$ cat config.mk
export PLATFORM = sky130hd
export DESIGN_NAME = sonic_dma_prg_seq
export DESIGN_NICKNAME = d
export VERILOG_FILES = /design/src/rtl/sonic_constants.sv /design/src/rtl/sonic_rr_arb2.sv /design/src/rtl/sonic_dma_prg_seq.sv
export SDC_FILE = /design/constraint.sdc
export NUM_CORES = 1
export LEC_CHECK = 0
export BUFFER_PORTS_ARGS = -buffer_cell sky130_fd_sc_hd__buf_2
export CAP_MARGIN = 20
export CELL_PAD_IN_SITES_DETAIL_PLACEMENT = 1
export CELL_PAD_IN_SITES_GLOBAL_PLACEMENT = 2
export CORE_MARGIN = 2
export CORE_UTILIZATION = 31
export DETAILED_ROUTE_END_ITERATION = 10
export PLACE_DENSITY = 0.87
export SETUP_SLACK_MARGIN = 0.2
export SLEW_MARGIN = 20
export SYNTH_ARGS = -nofsm -noshare
export SYNTH_HDL_FRONTEND = slang
export SYNTH_SLANG_ARGS = --single-unit
$ cat constraint.sdc
create_clock -name clk_in -period 4.9 [get_ports clk_in]
set_input_delay 0.98 -clock clk_in [delete_from_list [all_inputs] [get_ports clk_in]]
set_output_delay 0.98 -clock clk_in [all_outputs]
set_load 0.01 [all_outputs]
$ cat src/rtl/sonic_constants.sv
// Shared constants for the DMA programming sequencer.
//   seq_state_t   : sequencer FSM states
//   DW*_IDX       : register word index within a channel's descriptor header
//   SRST_PATTERN  : DW0 low half that the register block treats as a soft reset
//   SIZE_CLAMP    : replacement size so a real descriptor count never aliases it
//   prg_addr()    : register byte address for (channel, dword)
package sonic_constants;

  typedef enum logic [2:0] {
    ST_IDLE,
    ST_SRST,
    ST_DW1,
    ST_DW2,
    ST_DW0,
    ST_DW3,
    ST_GAP,
    ST_DONE
  } seq_state_t;

  localparam logic [1:0]  DW0_IDX      = 2'b00;
  localparam logic [1:0]  DW1_IDX      = 2'b01;
  localparam logic [1:0]  DW2_IDX      = 2'b10;
  localparam logic [1:0]  DW3_IDX      = 2'b11;

  localparam logic [15:0] SRST_PATTERN = 16'hFFFF;
  localparam logic [15:0] SIZE_CLAMP   = 16'hFFFE;

  function automatic logic [7:0] prg_addr(input logic ch, input logic [1:0] dw);
    return {3'b000, ch, dw, 2'b00};
  endfunction

endpackage

$ cat src/rtl/sonic_rr_arb2.sv
// Two-way round-robin arbiter.
//   clk_in, rstn : clock, asynchronous active-low reset
//   req          : request per requester
//   accept       : the current grant was taken this cycle
//   grant        : one-hot grant (zero when no request)
//   grant_idx    : index of the granted requester (only meaningful when grant != 0)
// The priority pointer starts at requester 0 and moves past the winner on accept.
module sonic_rr_arb2 (
  input  logic       clk_in,
  input  logic       rstn,
  input  logic [1:0] req,
  input  logic       accept,
  output logic [1:0] grant,
  output logic       grant_idx
);

  logic ptr;

  always_comb begin
    grant     = 2'b00;
    grant_idx = ptr;
    if (!req[ptr] && req[~ptr]) begin
      grant_idx = ~ptr;
    end
    if (req[grant_idx]) begin
      grant[grant_idx] = 1'b1;
    end
  end

  always_ff @(posedge clk_in or negedge rstn) begin
    if (!rstn) begin
      ptr <= 1'b0;
    end else if (accept) begin
      ptr <= ~grant_idx;
    end
  end

endmodule

$ cat src/rtl/sonic_dma_prg_seq.sv
// DMA descriptor-header programming sequencer.
// Accepts a request from one of two DMA channels (round-robin) and replays the
// channel's descriptor header into the DMA programming register block as a
// series of single-cycle register writes separated by idle gaps.
//   clk_in, rstn          : clock, asynchronous active-low reset
//   req_valid/req_ready   : per-channel handshake (bit0 write-DMA, bit1 read-DMA)
//   req_last_only         : 1 = only update DW3 (rc_last)
//   req_size, req_rc_last : 2x16 packed, channel i at [16*i +: 16]
//   req_base              : 2x64 packed, channel i at [64*i +: 64]
//   req_ctrl              : 2x12 packed {rundma, msi_tc[2:0], msi_num[4:0], eplast_ena, msi, 0}
//   dma_prg_wrena/wrdata/addr : register write port (data/addr are 0 when idle)
//   busy                  : sequencer not idle
//   done                  : one-cycle completion pulse per channel
//   cfg_err               : one-cycle pulse when an accepted size was 16'hFFFF
module sonic_dma_prg_seq
  import sonic_constants::*;
#(
  parameter int GAP_CYCLES  = 2,
  parameter int RESET_FIRST = 1
) (
  input  logic         clk_in,
  input  logic         rstn,
  input  logic [1:0]   req_valid,
  output logic [1:0]   req_ready,
  input  logic [1:0]   req_last_only,
  input  logic [31:0]  req_size,
  input  logic [31:0]  req_rc_last,
  input  logic [127:0] req_base,
  input  logic [23:0]  req_ctrl,
  output logic         dma_prg_wrena,
  output logic [31:0]  dma_prg_wrdata,
  output logic [7:0]   dma_prg_addr,
  output logic         busy,
  output logic [1:0]   done,
  output logic         cfg_err
);

  localparam logic [3:0] GAP_LOAD = (GAP_CYCLES == 0) ? 4'd0 : 4'(GAP_CYCLES - 1);

  seq_state_t  state, nxt_state;
  seq_state_t  ret_state, nxt_ret;
  logic [3:0]  gap_cnt, nxt_gap;

  logic        cap_ch, n_ch;
  logic        cap_last_only, n_last_only;
  logic [15:0] cap_size, n_size;
  logic [15:0] cap_rc_last, n_rc_last;
  logic [63:0] cap_base, n_base;
  logic [11:0] cap_ctrl, n_ctrl;

  logic        rdy_en;
  logic [1:0]  grant;
  logic        grant_idx;
  logic        accept;
  logic [39:0] nxt_word;

  // ctrl bit 0 is a reserved zero and is never forwarded
  logic        unused_ctrl_bits;
  assign unused_ctrl_bits = req_ctrl[0] ^ req_ctrl[12];

  sonic_rr_arb2 u_arb (
    .clk_in    (clk_in),
    .rstn      (rstn),
    .req       (req_valid),
    .accept    (accept),
    .grant     (grant),
    .grant_idx (grant_idx)
  );

  // rdy_en mirrors "state is IDLE" but stays low while in reset
  assign req_ready = grant & {2{rdy_en}};
  assign accept    = |(req_valid & req_ready);

  function automatic logic is_write(input seq_state_t st);
    return (st == ST_SRST) || (st == ST_DW1) || (st == ST_DW2) ||
           (st == ST_DW0)  || (st == ST_DW3);
  endfunction

  function automatic seq_state_t follow(input seq_state_t st);
    case (st)
      ST_SRST: return ST_DW1;
      ST_DW1:  return ST_DW2;
      ST_DW2:  return ST_DW0;
      ST_DW0:  return ST_DW3;
      default: return ST_DONE;
    endcase
  endfunction

  // {addr, data} for the write issued in state st; zero for non-write states
  function automatic logic [39:0] wr_word(
    input seq_state_t  st,
    input logic        ch,
    input logic [15:0] size,
    input logic [63:0] base,
    input logic [15:0] rc_last,
    input logic [11:0] ctrl
  );
    logic [15:0] sz;
    sz = (size == SRST_PATTERN) ? SIZE_CLAMP : size;
    case (st)
      ST_SRST: return {prg_addr(ch, DW0_IDX), 16'h0000, SRST_PATTERN};
      ST_DW1:  return {prg_addr(ch, DW1_IDX), base[63:32]};
      ST_DW2:  return {prg_addr(ch, DW2_IDX), base[31:0]};
      ST_DW0:  return {prg_addr(ch, DW0_IDX), ctrl[11], ctrl[10:8], 3'b000,
                       ctrl[7:3], 1'b0, ctrl[2:1], ch, sz};
      ST_DW3:  return {prg_addr(ch, DW3_IDX), 16'h0000, rc_last};
      default: return 40'h0;
    endcase
  endfunction

  always_comb begin
    nxt_state   = state;
    nxt_ret     = ret_state;
    nxt_gap     = gap_cnt;
    n_ch        = cap_ch;
    n_last_only = cap_last_only;
    n_size      = cap_size;
    n_rc_last   = cap_rc_last;
    n_base      = cap_base;
    n_ctrl      = cap_ctrl;
    case (state)
      ST_IDLE: begin
        if (accept) begin
          n_ch        = grant_idx;
          n_last_only = grant_idx ? req_last_only[1] : req_last_only[0];
          n_size      = grant_idx ? req_size[31:16]    : req_size[15:0];
          n_rc_last   = grant_idx ? req_rc_last[31:16] : req_rc_last[15:0];
          n_base      = grant_idx ? req_base[127:64]   : req_base[63:0];
          n_ctrl      = grant_idx ? {req_ctrl[23:13], 1'b0} : {req_ctrl[11:1], 1'b0};
          if (n_last_only) begin
            nxt_state = ST_DW3;
          end else if (RESET_FIRST != 0) begin
            nxt_state = ST_SRST;
          end else begin
            nxt_state = ST_DW1;
          end
        end
      end
      ST_SRST, ST_DW1, ST_DW2, ST_DW0, ST_DW3: begin
        if (GAP_CYCLES == 0) begin
          nxt_state = follow(state);
        end else begin
          nxt_state = ST_GAP;
          nxt_ret   = follow(state);
          nxt_gap   = GAP_LOAD;
        end
      end
      ST_GAP: begin
        if (gap_cnt == 4'd0) begin
          nxt_state = ret_state;
        end else begin
          nxt_gap = gap_cnt - 4'd1;
        end
      end
      ST_DONE: nxt_state = ST_IDLE;
      default: nxt_state = ST_IDLE;
    endcase
    nxt_word = wr_word(nxt_state, n_ch, n_size, n_base, n_rc_last, n_ctrl);
  end

  // State and all outputs are registered from the next-state decode, so the
  // write for a state appears on the port in the cycle the FSM occupies it.
  always_ff @(posedge clk_in or negedge rstn) begin
    if (!rstn) begin
      state          <= ST_IDLE;
      ret_state      <= ST_IDLE;
      gap_cnt        <= 4'd0;
      cap_ch         <= 1'b0;
      cap_last_only  <= 1'b0;
      cap_size       <= 16'h0;
      cap_rc_last    <= 16'h0;
      cap_base       <= 64'h0;
      cap_ctrl       <= 12'h0;
      rdy_en         <= 1'b0;
      busy           <= 1'b0;
      dma_prg_wrena  <= 1'b0;
      dma_prg_wrdata <= 32'h0;
      dma_prg_addr   <= 8'h0;
      done           <= 2'b00;
      cfg_err        <= 1'b0;
    end else begin
      state          <= nxt_state;
      ret_state      <= nxt_ret;
      gap_cnt        <= nxt_gap;
      cap_ch         <= n_ch;
      cap_last_only  <= n_last_only;
      cap_size       <= n_size;
      cap_rc_last    <= n_rc_last;
      cap_base       <= n_base;
      cap_ctrl       <= n_ctrl;
      rdy_en         <= (nxt_state == ST_IDLE);
      busy           <= (nxt_state != ST_IDLE);
      dma_prg_wrena  <= is_write(nxt_state);
      dma_prg_addr   <= nxt_word[39:32];
      dma_prg_wrdata <= nxt_word[31:0];
      done           <= (nxt_state == ST_DONE) ? (n_ch ? 2'b10 : 2'b01) : 2'b00;
      cfg_err        <= accept && (n_size == SRST_PATTERN);
    end
  end

endmodule

### Word-level counts from Yosys, hierarchy flattened

Index checks and enable logic that the tools add are counted.

| storage, ports and cells | value |
|---|---|
| output and inout bits | 47 |
| logic and storage cells | 94 |
| register bits after elaboration | 166 |

| operators by class | value |
|---|---|
| equal/unequal tests | 15 |
| reduce and logical (&&, ||, !) cells | 17 |
| muxes and demuxes | 36 |
| bitwise operators | 4 |
| magnitude comparators | 4 |
| add/sub/neg operators | 1 |

Operators with widths:

| cell | count |
|---|---|
| $mux 64 | 3 |
| $pmux 37 s5 | 1 |
| $mux 16 | 7 |
| $mux 12 | 3 |
| $pmux 3 s4 | 2 |
| $eq 3x3->1 const B | 7 |
| $eq 16x16->1 const B | 1 |
| $eq 3x2->1 const B | 4 |
| $mux 1 | 11 |
| $mux 3 | 3 |
| $pmux 4 s2 | 1 |
| $eq 3x1->1 const B | 2 |
| $logic_not 3->1 | 2 |
| $lt 1x2->1 const B | 3 |
| $mux 2 | 3 |
| $reduce_or 5->1 | 1 |
| $and 2x2->2 | 2 |
| $logic_not 4->1 | 1 |
| $logic_or 1x1->1 | 4 |
| $mux 4 | 1 |
| $reduce_and 2->1 | 2 |
| $sub 4x1->4 const B | 1 |
| $logic_and 1x1->1 | 3 |
| $reduce_bool 3->1 | 1 |
| other kinds (7) | 8 |

### Depth between registers and ports, before layout

| depth | value |
|---|---|
| word-level depth | 20 |
| depth in mapped cells | 12 |
| gate-level depth less buffers | 10 |

### By module

From an unflattened synthesis, not the netlist that was laid out.

| second synthesis, totals | value |
|---|---|
| cells, all modules | 769 |
| area total of the unflattened synthesis | 7,898.8 sq um |

Modules (own cells, without submodules):

| module | instances | area each (sq um) | cells an instance | seq. area each (sq um) |
|---|---|---|---|---|
| sonic_dma_prg_seq | 1 | 7,816.2 | 759 | 3,978.8 |
| sonic_rr_arb2 | 1 | 82.6 | 10 | 25.0 |

### Worst setup path after synthesis

No wires, ideal clock.

| timing path | value |
|---|---|
| kind | input to register |
| from | input req_valid[1] |
| to | register dma_prg_wrdata[8] |
| setup slack | 2,390 ps |
| required time | 4,774 ps |
| arrival time | 2,384 ps |
| stages | 10 |
| cells stage by stage | nand2b_1 > a21oi_1 > buf_4 > o21ai_1 > a2bb2oi_2 > inv_2 > nor2_2 > buf_4 > a22o_1 > a221o_1 |

| between the ends | value |
|---|---|
| elaborated cells on any way between the ends | 39 |
| classes of those cells | order compare (2); eq/ne (6); mux (25); bitwise (2); reduce/logical (4) |

RTL lines:

| element | line | RTL |
|---|---|---|
| start: declaration | sonic_dma_prg_seq.sv:23 | `input logic [1:0] req_valid,` |
| $mux 1 (not written as such) (2 in a row) | sonic_rr_arb2.sv:22 | `if (!req[ptr] && req[~ptr]) begin` |
| $logic_not 1->1 | sonic_rr_arb2.sv:22 |  |
| $logic_and 1x1->1 | sonic_rr_arb2.sv:22 |  |
| $mux 1 | sonic_rr_arb2.sv:22 |  |
| $lt 1x2->1 (not written as such) or $ge 1x1->1 (tied branches) | sonic_rr_arb2.sv:26 | `grant[grant_idx] = 1'b1;` |
| $logic_and 1x1->1 (not written as such) | sonic_rr_arb2.sv:26 |  |
| $mux 1 (not written as such) | sonic_rr_arb2.sv:26 |  |
| $demux 1 s1 | n/a |  |
| [2 not listed] | n/a |  |
| $and 2x2->2 | sonic_dma_prg_seq.sv:72 | `assign accept = \|(req_valid & req_ready);` |
| $reduce_or 2->1 | sonic_dma_prg_seq.sv:72 |  |
| $mux 3 * | sonic_dma_prg_seq.sv:123 | `if (accept) begin` |
| $pmux 3 s4 * | sonic_dma_prg_seq.sv:121 | `case (state)` |
| named net nxt_state[2] | sonic_dma_prg_seq.sv:40 | `seq_state_t state, nxt_state;` |
| $eq 3x3->1 (tied with other cells) | sonic_dma_prg_seq.sv:100 | `case (st)` |
| $pmux 37 s5 * | sonic_dma_prg_seq.sv:100 |  |
| named net nxt_word[8] | sonic_dma_prg_seq.sv:55 | `logic [39:0] nxt_word;` |
| end signal: assignment | sonic_dma_prg_seq.sv:195 | `dma_prg_wrdata <= nxt_word[31:0];` |
| end: declaration | sonic_dma_prg_seq.sv:31 | `output logic [31:0] dma_prg_wrdata,` |

Mark *: on every way through the listed nets, which the timed path passes. The rest lies on a longest branch. The select of a mux whose other input is x is not followed.
A chain may end at the register's enable or synchronous reset.

### Worst setup path in the final report

| timing path | value |
|---|---|
| from | register state[0] |
| to | register dma_prg_wrdata[13] |

| between the ends | value |
|---|---|
| cells in the longest elaborated chain, start to end | 5 |
| elaborated cells on any way between the ends | 23 |
| classes of those cells | eq/ne (13); mux (8); reduce/logical (2) |

Ends and longest elaborated chain:

| element | line | RTL |
|---|---|---|
| start: declaration | sonic_dma_prg_seq.sv:40 |  |
| start signal: assignment | sonic_dma_prg_seq.sv:182 | `state <= nxt_state;` |
| $eq 3x1->1 (tied with other cells) | sonic_dma_prg_seq.sv:121 |  |
| $reduce_or 5->1 or $mux 16 (tied branches) | sonic_dma_prg_seq.sv:121 |  |
| $pmux 3 s4 or $eq 16x16->1 (tied branches) | sonic_dma_prg_seq.sv:121, sonic_dma_prg_seq.sv:99 |  |
| $eq 3x3->1 (tied with other cells) | sonic_dma_prg_seq.sv:100 |  |
| $pmux 37 s5 * | sonic_dma_prg_seq.sv:100 |  |
| named net nxt_word[13] | sonic_dma_prg_seq.sv:55 |  |

Mark *: on every way through the listed nets, which the timed path passes. The rest lies on a longest branch.

==> summary.md <==
| Metric | Value |
|---|---|
| GRT overflow | `0` |
| Gpl congestion | `0.818` |
| Number of DRC markers in iteration 0 | `308` |
| Synthesis warning total | `0` |
| Hold-fix buffers, CTS | `0` |
| Cell variety after synth | `49` |
| Total GRT Usage | `19.9%` |
| Crit path arrival time | `3370 ps` |
| Pwr/cell area | `492 nW/um^2` |
| Initial core utilization | `31.4%` |
| Worst path required time | `5230 ps` |
| P_leak | `4.89 nW` |
| Seq/Total Area, Yosys | `52.7%` |
| Die Area | `25800 sq um` |
| Antenna violations before repair | `3` |
| Clock insertion delay at the later pin of the skew report | `430 ps` |
| Synth Cell Area | `7600 sq um` |
| Final setup viols | `0` |
| Crit path kind | `flop to flop` |
| Skew final | `9.28 ps` |
| Largest net degree at the start of global routing | `108` |
| Inserted Clock Buffers | `17` |
| Hpwl dp | `18000 um` |
| Remaining DRCs | `0` |
| CTS tree | `built` |
| Clk sinks | `160` |
| Post-route ant nets | `0` |
| Tcrit/Tclk final | `62.1%` |
| Final worst setup slack | `1850 ps` |
| Setup TNS | `0 ps` |
| Post-DR wirelength/cell | `18.1 um` |
| Peak VDD IR | `0.211 mV` |
| Pre-CTS WS | `1430 ps` |
| Root Driver | `clkbuf_16` |
| Final net count | `1285` |
| Clock slew at reported path FFs | `70 ps` |
| Critical-path maximum fanout | `28` |
| Worst min path class | `flop to flop` |
| Status | `completed` |
| Clock Tree Buf Depth | `2` |
| Layout Cells excl Fill | `1402` |
| Cells after synthesis | `831` |
| I/O pins | `269` |
| RSZ-0062 raised after global routing | `false` |
| Die height | `161 um` |
| Vias in the first global route | `7258` |
| Critical Path Start Type | `flop` |
| Post-synth EDFFs | `0` |
| Final hold viol count | `0` |
| Vias per inst | `4.91` |
| Final core occ | `40.1%` |
| Resized cells post-CTS | `0` |
| Max-cap viol count | `0` |
| Max Slew Vio Count | `0` |
| # port buffers | `261` |
| Total setup buffers inserted after CTS | `0` |
| Layout cells sized above 1 | `30.3%` |
| Tmin final | `3050 ps` |
| Area Overhead vs Synth | `27.7%` |
| Total wire length | `25400 um` |
| Fmax | `0.328 GHz` |
| Hold Worst Slack | `471 ps` |
| DRT Pass-1 Iters | `4` |
| Die X | `161 um` |
| Crit end category | `flop` |
| Register bit count reported by yosys | `160` |
| Worst-Margin Slew | `884 ps` |
| Avg Synthesized Cell Area | `9.14 sq um` |
| CTS H-tree lvls | `4` |
| # rows | `57` |
| First-pass GRT wire length | `39800 um` |
| Core Footprint | `24200 sq um` |
| Cells after DPL | `1367` |
| Via Count | `6878` |
| Top FF cell, synth | `dfrtp_1` |
| Async set-reset flop share out of synthesis | `100%` |
| Slew margin rel. | `41.0%` |
==> metal layers <==
layer  GRT usage [%]  up-vias  wire length, um
met4            6.80        0              520
met1            25.6     3362            11200
met5               0        -                0
li1                -     3298                -
met3            3.15       32             1200
met2            34.3      186            12500
==> cells in the mapped netlist (10+ instances only) <==
library cell,number,share of area (%)
nand2_1,195,9.6
dfrtp_1,160,53
a21oi_1,77,5.1
nor2_1,61,3.0
a31oi_1,38,3.1
inv_1,33,1.6
mux2i_1,33,4.3
o21ai_0,32,2.1
o21ai_1,28,1.8
buf_2,27,1.8
clkbuf_1,16,0.79
a21oi_2,12,1.4
buf_4,10,0.99
==> final cells by class <==
class                           instances  area (sq um)
Timing Repair Buffer                  270          1410
Clock inverter                         11           151
Antenna cell                            3          7.51
Tap cell                              324           405
Inverter                               34           128
Multi-Input combinational cell        579          3130
Fill cell                            2905         14500
Sequential cell                       160          4000
Clock buffer                           21           470
==> worst max-delay path: stages (launching register included) <==
cell and delay [ps]:
dfrtp_1 520, or3_4 440, nor2_4 260, o21ai_1 130
a2bb2oi_2 160, buf_4 220, nor2_4 680, nand2_1 300
o2111ai_1 230
==> path summary, 6_finish.rpt <==
path / end / slack [ps] / startpoint / cells past startpoint
min in group asynchronous: cap_base[23] / 580 / rstn / 1
max in group asynchronous: cap_base[4] / 3200 / rstn / 2
hold reg to reg: cap_base[33] / 470 / cap_base[33] / 2
hold / removal: cap_base[33] / 470 / cap_base[33] / 2
setup / recovery: dma_prg_wrdata[13] / 1850 / state[0] / 8
setup reg to reg: dma_prg_wrdata[13] / 1850 / state[0] / 8
==> cell families after synthesis <==
kind of cell             share of synthesized area (%)
flip-flops                                        52.7
multiplexers                                      4.35
AND/OR/NAND/NOR                                   16.4
adder cells (fa/ha/maj)                          0.165
other                                           0.0494
AO/OA/AOI/OAI                                     19.8
buffers and inverters                             6.57
==> state kept, by name (all words and copies together), names as in the netlist, 2 cells and up <==
name / cells
dma_prg_addr: 3
ret_state: 3
state: 3
dma_prg_wrdata: 32
cap_rc_last: 16
cap_base: 64
cap_ctrl: 11
done: 2
cap_size: 16
gap_cnt: 4
==> placed cells by master, fill, tap and decap left out, drive strengths merged, types with 6 or more instances in the layout <==
| cell | instances |
|---|---|
| a21o | 7 |
| a21oi | 89 |
| a221o | 9 |
| a22o | 6 |
| a22oi | 9 |
| a31oi | 38 |
| and2 | 11 |
| buf | 270 |
| clkbuf | 21 |
| dfrtp | 160 |
| inv | 36 |
| mux2i | 33 |
| nand2 | 195 |
| nor2 | 65 |
| o2111ai | 9 |
| o21ai | 61 |
==> power breakdown <==
part | switching, mW | leakage [nW] | internal (mW)
clock | 0.559 | 0.292 | 0.846
combinational | 0.979 | 2.60 | 0.563
sequential | 0.150 | 1.99 | 1.67
==> metrics by stage <==
| step | cell area (sq um) | power (mW) |
|---|---|---|
| 2_1_floorplan | 7610 | 2.84 |
| 4_1_cts | 9690 | 4.84 |
| 3_5_place_dp | 9070 | 3.42 |
| 6_report | 9700 | 4.77 |
| 5_1_grt | 9700 | 5.08 |
| 3_3_place_gp | 9070 | 3.35 |
No activity file was read; power rests on OpenSTA's default activity.
